[src/rtl/regfile_writeback.sv]
// Write-port initiator for the register file: buffers writeback requests in a
// small FIFO, drains one per cycle, and zero-sweeps every register after reset or on clear.
module regfile_writeback #(
    parameter int unsigned WORDSIZE   = 64,
    parameter int unsigned SIZE       = 32,
    parameter int unsigned ADDR_W     = 5,
    parameter int unsigned FIFO_DEPTH = 4,
    parameter bit          ZERO_REG   = 1'b1
) (
    input  logic                          clk,
    input  logic                          reset,
    input  logic                          in_valid,
    output logic                          in_ready,
    input  logic [ADDR_W-1:0]             in_addr,
    input  logic [WORDSIZE-1:0]           in_data,
    input  logic                          clear_req,
    output logic                          busy,
    output logic [$clog2(FIFO_DEPTH):0]   pending,
    output logic                          write_en,
    output logic [ADDR_W-1:0]             write_addr,
    output logic [WORDSIZE-1:0]           write_data
);
    localparam int unsigned     PTR_W    = $clog2(FIFO_DEPTH);
    localparam logic [PTR_W:0]  FULL_CNT = (PTR_W+1)'(FIFO_DEPTH);
    localparam logic [ADDR_W-1:0] LAST_ADDR = ADDR_W'(SIZE - 1);

    typedef enum logic [1:0] {
        ST_INIT,
        ST_RUN,
        ST_CLEAR
    } state_t;

    state_t                r_state;
    state_t                w_state_nxt;
    logic [ADDR_W-1:0]     r_cnt;
    logic [ADDR_W-1:0]     w_cnt_nxt;

    logic [ADDR_W-1:0]     r_fifo_addr [FIFO_DEPTH];
    logic [WORDSIZE-1:0]   r_fifo_data [FIFO_DEPTH];
    logic [PTR_W-1:0]      r_wptr;
    logic [PTR_W-1:0]      r_rptr;
    logic [PTR_W:0]        r_count;

    logic                  w_full;
    logic                  w_empty;
    logic                  w_push;
    logic                  w_pop;

    logic                  r_write_en;
    logic [ADDR_W-1:0]     r_write_addr;
    logic [WORDSIZE-1:0]   r_write_data;
    logic                  w_wen_nxt;
    logic [ADDR_W-1:0]     w_waddr_nxt;
    logic [WORDSIZE-1:0]   w_wdata_nxt;

    assign w_full     = (r_count == FULL_CNT);
    assign w_empty    = (r_count == '0);
    assign w_push     = in_valid && !w_full;

    assign in_ready   = !w_full;
    assign busy       = (r_state != ST_RUN);
    assign pending    = r_count;
    assign write_en   = r_write_en;
    assign write_addr = r_write_addr;
    assign write_data = r_write_data;

    always_ff @(posedge clk or posedge reset) begin
        if (reset) begin
            r_state <= ST_INIT;
            r_cnt   <= '0;
        end else begin
            r_state <= w_state_nxt;
            r_cnt   <= w_cnt_nxt;
        end
    end

    // A clear seen in RUN still pops this cycle; the sweep starts on the next edge.
    always_comb begin
        w_state_nxt = r_state;
        w_cnt_nxt   = r_cnt;
        w_pop       = 1'b0;
        w_wen_nxt   = 1'b0;
        w_waddr_nxt = r_write_addr;
        w_wdata_nxt = r_write_data;
        unique case (r_state)
            ST_INIT, ST_CLEAR: begin
                w_wen_nxt   = 1'b1;
                w_waddr_nxt = r_cnt;
                w_wdata_nxt = '0;
                w_cnt_nxt   = r_cnt + ADDR_W'(1);
                if (r_cnt == LAST_ADDR) begin
                    w_state_nxt = ST_RUN;
                    w_cnt_nxt   = '0;
                end
            end
            ST_RUN: begin
                if (!w_empty) begin
                    w_pop = 1'b1;
                    if (!(ZERO_REG && (r_fifo_addr[r_rptr] == '0))) begin
                        w_wen_nxt   = 1'b1;
                        w_waddr_nxt = r_fifo_addr[r_rptr];
                        w_wdata_nxt = r_fifo_data[r_rptr];
                    end
                end
                if (clear_req) begin
                    w_state_nxt = ST_CLEAR;
                    w_cnt_nxt   = '0;
                end
            end
            default: begin
                w_state_nxt = ST_INIT;
                w_cnt_nxt   = '0;
            end
        endcase
    end

    always_ff @(posedge clk or posedge reset) begin
        if (reset) begin
            r_write_en   <= 1'b0;
            r_write_addr <= '0;
            r_write_data <= '0;
        end else begin
            r_write_en   <= w_wen_nxt;
            r_write_addr <= w_waddr_nxt;
            r_write_data <= w_wdata_nxt;
        end
    end

    always_ff @(posedge clk or posedge reset) begin
        if (reset) begin
            r_wptr  <= '0;
            r_rptr  <= '0;
            r_count <= '0;
        end else begin
            if (w_push) begin
                r_wptr <= r_wptr + PTR_W'(1);
            end
            if (w_pop) begin
                r_rptr <= r_rptr + PTR_W'(1);
            end
            unique case ({w_push, w_pop})
                2'b10:   r_count <= r_count + (PTR_W+1)'(1);
                2'b01:   r_count <= r_count - (PTR_W+1)'(1);
                default: r_count <= r_count;
            endcase
        end
    end

    always_ff @(posedge clk) begin
        if (w_push) begin
            r_fifo_addr[r_wptr] <= in_addr;
            r_fifo_data[r_wptr] <= in_data;
        end
    end

endmodule
[config.mk]
export PLATFORM = sky130hd
export DESIGN_NAME = regfile_writeback
export DESIGN_NICKNAME = d
export VERILOG_FILES = /design/src/rtl/regfile_writeback.sv
export SDC_FILE = /design/constraint.sdc
export NUM_CORES = 1
export LEC_CHECK = 0
export ABC_AREA = 1
export CORE_AREA = 4 4 204 206
export CTS_CLUSTER_DIAMETER = 30
export DETAILED_ROUTE_END_ITERATION = 16
export DIE_AREA = 0 0 208 210
export SYNTH_ARGS = -nofsm -noshare
export SYNTH_HDL_FRONTEND = slang
export SYNTH_SLANG_ARGS = --single-unit
export TNS_END_PERCENT = 5
[constraint.sdc]
create_clock -name clk -period 3.95 [get_ports clk]
set_clock_uncertainty 0.05 [all_clocks]
set_input_delay 0.5925 -clock clk [delete_from_list [all_inputs] [get_ports clk]]
set_output_delay 0.5925 -clock clk [all_outputs]
set_load 0.01 [all_outputs]
Yosys cells after proc, flatten, opt, wreduce, memory -nomap -nowiden:

Memory sizes are Yosys's and may differ from the RTL's.
Cells that the tools add are included.

* memory bits (writable): 276
* memories kept: 2
* output and inout bits: 75
* register bits after elaboration: 84

* muxes and demuxes: 20
* equal/unequal tests: 11
* reductions and logical operators: 10
* add/sub/neg operators: 5

Memories
* r_fifo_data: words 4, width 64, rd ports 1, clocked after memory_dff 0, write ports 1, line 39 `logic [WORDSIZE-1:0] r_fifo_data [FIFO_DEPTH];`
* r_fifo_addr: words 4, width 5, rd ports 1, clocked after memory_dff 0, write ports 1, line 38 `logic [ADDR_W-1:0] r_fifo_addr [FIFO_DEPTH];`

Operator list (count)
* 64-bit 2-to-1 mux: 2
* 64-bit one-hot mux with 2 select lines: 1
* 5-bit 2-to-1 mux: 4
* 5-bit one-hot mux with 2 select lines: 2
* 2-bit != test, second input constant: 4
* 1-bit 2-to-1 mux: 6
* 3-bit one-hot mux with 2 select lines: 1
* 5-bit by 1-bit adder with 5-bit output, second input constant: 1
* 5-bit equality test, second input constant: 1
* 5-bit zero test: 1
* 2-bit by 1-bit adder with 2-bit output, second input constant: 2
* 2-bit by 1-bit equality test with 1-bit output, second input constant: 2
* 2-bit equality test, second input constant: 2
* 2-bit 2-to-1 mux: 2
* 2-bit one-hot mux with 2 select lines: 1
* 2-bit nonzero test: 2
* 3-bit by 1-bit adder with 3-bit output, second input constant: 1
* 3-bit equality test, second input constant: 1
* 3-bit zero test: 1
* 3-bit AND reduction: 1
* 3-bit by 1-bit subtractor with 3-bit output, second input constant: 1
* 2-bit zero test: 1
* 2-bit by 1-bit != test with 1-bit output, second input constant: 1
* 1-bit one-hot mux with 2 select lines: 1
* other kinds (4): 4

Longest topological paths before layout:

* word-level depth: 5
* mapped depth: 12

Least setup slack after synthesis:

Ideal clock, no wire load.

* path type: register -> register
* start: reg r_count[0], in the netlist pending[0]
* end: mem r_fifo_addr[0][0], enable pin
* data required time: 3.403 ns
* setup slack: -0.360 ns
* stages on the path, launching flop included: 5
* path buffers: 0
* library setup time: 0.497 ns
* arrival: 3.764 ns
* cell sequence: dfrtp_1 > inv_1 > nand3_1 > nand2_1 > nor2_1

* longest elaborated chain between the ends: 5

Ends and longest elaborated chain
* start: declaration: line 42 `logic [PTR_W:0] r_count;`
* start signal: assignment: line 142 `2'b10: r_count <= r_count + (PTR_W+1)'(1);`
* start signal: assignment: line 143 `2'b01: r_count <= r_count - (PTR_W+1)'(1);`
* start signal: assignment: line 144 `default: r_count <= r_count;`
* 3-bit equality test: line 56 `assign w_full = (r_count == FULL_CNT);`
* 1-bit zero test
* named net in_ready: line 13 `output logic in_ready,`
* 1-bit logical AND: line 58 `assign w_push = in_valid && !w_full;`
* 1-bit 2-to-1 mux: line 150 `if (w_push) begin`
* 1-bit 2-to-1 mux (implied by the code): line 151 `r_fifo_addr[r_wptr] <= in_addr;`
* end: declaration: line 38

The timed path passes the listed nets, and every way through them passes these cells.

Worst setup path in the final report:

* start: reg r_rptr[0]
* end: reg r_write_data[50], in the netlist write_data[50]

* longest elaborated chain between the ends: 4

Ends and longest elaborated chain
* start: declaration: line 41 `logic [PTR_W-1:0] r_rptr;`
* start signal: assignment: line 139 `r_rptr <= r_rptr + PTR_W'(1);`
* memory 4 x 5 bit or memory 4 x 64 bit (tied branches)
* 5-bit zero test or 64-bit 2-to-1 mux (tied branches): line 99 `if (!(ZERO_REG && (r_fifo_addr[r_rptr] == '0))) begin`
* 2-bit != test (no source line) or 64-bit 2-to-1 mux (tied branches)
* 3-bit AND reduction (no source line) or 64-bit one-hot mux with 2 select lines (tied branches)
* end signal: assignment: line 125 `r_write_data <= w_wdata_nxt;`
* end: declaration: line 51 `logic [WORDSIZE-1:0] r_write_data;`

Several ways; a longest one is shown, not always the timed one. The select of a mux whose other input is x is not followed.
A chain may end at the register's enable or synchronous reset.

==> implementation parameters <==
Parameter                              Value

Timing
  RSZ-0062 raised after global routing ... false
  Worst hold slack ... 0.439 ns
  Upper clock frequency limit ... 353 MHz
  Setup violations, final ... 0
  Final period utilization ... 71.8%
  Worst-case setup margin in the final layout ... 1.11 ns
  Slew Limit Fails ... 0
  TNS Setup ... 0 ns
  Final Hold Viols ... 0
  Min cycle time layout ... 2.84 ns
  Worst-case headroom to the max-slew limit ... 32.2%
  Worst-Margin Slew ... 1.02 ns

Floorplanning
  Area enclosed by the die boundary ... 0.0437 mm²
  Chip Height ... 210 µm
  Core region area ... 0.0396 mm²
  Starting density of the core ... 34.9%
  I/O Pins ... 148
  Row count ... 73
  Die outline width ... 208 µm

GRT
  Maximum number of pins on one net before global-route repair ... 96
  Total global routing overflow ... 0
  Number of antenna violations at the first check in global routing ... 4
  Vias in the first global route ... 9,587
  Overall Global Routing Usage ... 15.5%
  Wire length of the first global-routing pass ... 53,900 µm

Routing
  Remaining number of nets flagged by the antenna check after routing ... 0
  Via Count ... 9,206
  Post-DR vias/cell ... 4.97
  Final WL ... 34,600 µm
  Initial DRC count ... 488
  Post-detailed-route DRC marker count ... 0
  Routed len/inst ... 18.7 µm
  Number of detailed-route iterations in the first pass ... 5

Yosys
  Post-synth top cells ... 276 x edfxtp_1, 146 x nand3_1, 138 x nor2_1, 137 x o21ai_0, 115 x nand2_1
  Cell variety after synth ... 26
  Net count after synthesis ... 1,163
  Sequential share of the synthesized area ... 75.1%
  Most area-hungry cell type in the Yosys netlist ... edfxtp_1
  EDFF count, synth ... 276
  Most frequently used flop master after synthesis ... edfxtp_1
  Proportion of synthesized flip-flops having asynchronous set or reset ... 23.3%
  Synthesis Warnings ... 0
  Yosys reg bits ... 360
  Ranking of synthesized cells by area ... edfxtp_1 60%, dfrtp_1 15%, nand3_1 5.3%, o21ai_0 5.0%, nor2_1 3.7%
  Area share of the leading cell type in the synthesized netlist ... 59.9%
  Most common cell in the netlist ... edfxtp_1
  Syn Std Cell Area ... 0.0138 mm²
  Cell count after synthesis ... 1,082
  Synthesized area per cell ... 12.8 µm²

Finish
  Number of cells in the finished layout apart from fillers ... 1,852
  Net count of the finished layout ... 1,338
  Design area ... 0.0187 mm²
  Area growth syn-to-layout ... 35.3%
  Layout cells sized above 1 ... 12.8%

Setup path
  Critical path data arrival time ... 3.29 ns
  Type of element launching the critical path ... flip-flop
  Crit-path max cell delay ... 0.85 ns
  Crit-path slowest cell ... buf_4
  Startpoint-to-endpoint class of the critical path ... flip-flop to flip-flop
  Critical path, cell by cell ... inv_4 > buf_4 > o21ai_0 > o22ai_1 > nand3_1 > nand2_1
  Kind of end point of the critical path ... flip-flop
  Critical Path Fanout Max ... 95
  Endpoint required time on the critical path ... 4.41 ns
  Setup slack on the worst flop-to-flop path ... 1.11 ns

Placement
  Post-DP HPWL ... 18,400 µm
  Count of input and output buffers ... 147
  # placed instances ... 1,698
  Worst slack at placement ... 1.11 ns
  Routability Congestion ... 0.716
  Placed inst area ... 0.0159 mm²

Clock tree
  Buffer type at the clock tree root ... clkbuf_16
  Number of buffers inserted to repair setup after CTS ... 0
  Max Root-Sink Buffers ... 3
  Sinks on Clock Net ... 360
  Clock buffers created by TritonCTS ... 82
  Clk_lat worst skew ... 0.58 ns
  CTS Hold Buffers Added ... 0
  Clock slew at reported path FFs ... 0.04 ns
  Clock tree from TritonCTS ... built
  Deepest level of the CTS H-tree ... 3
  Cts repair resizes ... 0

Pwr
  Largest vdd supply drop ... 0.000371 V
  Pwr/cell area ... 815 mW/mm²
  LEAKAGE ... 7.07 nW

Worst hold path
  Path category of the worst min-delay check ... flip-flop to flip-flop

Outcome
  Result of the run ... finished clean

Job
  Number of max-capacitance violations reported ... 0
==> state kept, by name, indices dropped and copies added (netlist names) <==
signal / flops
r_fifo_data: 256
write_data: 64
r_fifo_addr: 20
r_cnt: 5
write_addr: 5
pending: 3
r_rptr: 2
r_state: 2
r_wptr: 2
write_en: 1
==> cells by family after synthesis <==
family	share of synthesized area, %
and+or+nand+nor	12.3
DFF	75.1
AOI/OAI and AO/OA	8.37
buffers and inverters	3.16
adders and majority gates	0.778
xor gates and xnor gates	0.253
==> final timing paths <==
check / startpoint / end / cells after the start
max: r_rptr[0] / write_data[50] / 6
min reg2reg: r_state[1] / r_state[1] / 2
min: r_state[1] / r_state[1] / 2
min in group asynchronous: reset / write_data[52] / 2
max in group asynchronous: reset / write_data[43] / 3
max reg2reg: r_rptr[0] / write_data[50] / 6
==> layout make-up <==
| cell class | count | area (µm²) |
|---|---|---|
| Clock inverter | 52 | 634 |
| Multi-Input combinational cell | 626 | 3040 |
| Sequential cell | 360 | 10400 |
| Fill cell | 3515 | 20900 |
| Timing Repair Buffer | 166 | 1680 |
| Antenna cell | 2 | 5.00 |
| Tap cell | 525 | 657 |
| Clock buffer | 100 | 2220 |
| Inverter | 21 | 83.8 |
==> power by group <==
group | internal [mW] | total [mW] | switching [mW]
sequential | 4.93 | 5.28 | 0.355
clock | 4.73 | 6.84 | 2.11
combinational | 1.05 | 3.13 | 2.07
total | 10.7 | 15.2 | 4.54
==> worst max-delay path, delay by kind of cell, from the launching register on <==
family,cells,cell delay (ns)
AO/OA/AOI/OAI,2,0.42
buffers and inverters,2,1.29
flip-flops,1,0.70
AND/OR/NAND/NOR,2,0.22
==> per-stage QoR <==
| step | util (%) | total power, mW |
|---|---|---|
| after global placement | 40.0 | 8.49 |
| after detailed placement | 40.0 | 8.53 |
| after floorplan | - | 7.26 |
| after global routing | 47.2 | 16.0 |
| final | 47.2 | 15.2 |
| after CTS | 47.2 | 15.4 |
==> cells in the final DEF (no fill, tap or decap), types with 14 or more instances in the layout <==
cell type        count
o22ai_1             64
clkdlybuf4s50_1    147
o21ai_0            137
clkbuf_16           84
buf_4               14
inv_1               17
nand2_1            115
edfxtp_1           276
dfrtp_1             81
nand3_1            146
nor2_1             134
==> routing by layer <==
metal  share of wire, %  global-route usage [%]
met2                 48                    25.8
met4                2.4                    6.21
met3                6.0                    4.26
met1                 43                    19.5
met5               0.15                       0
No activity file was read; power rests on OpenSTA's default activity.
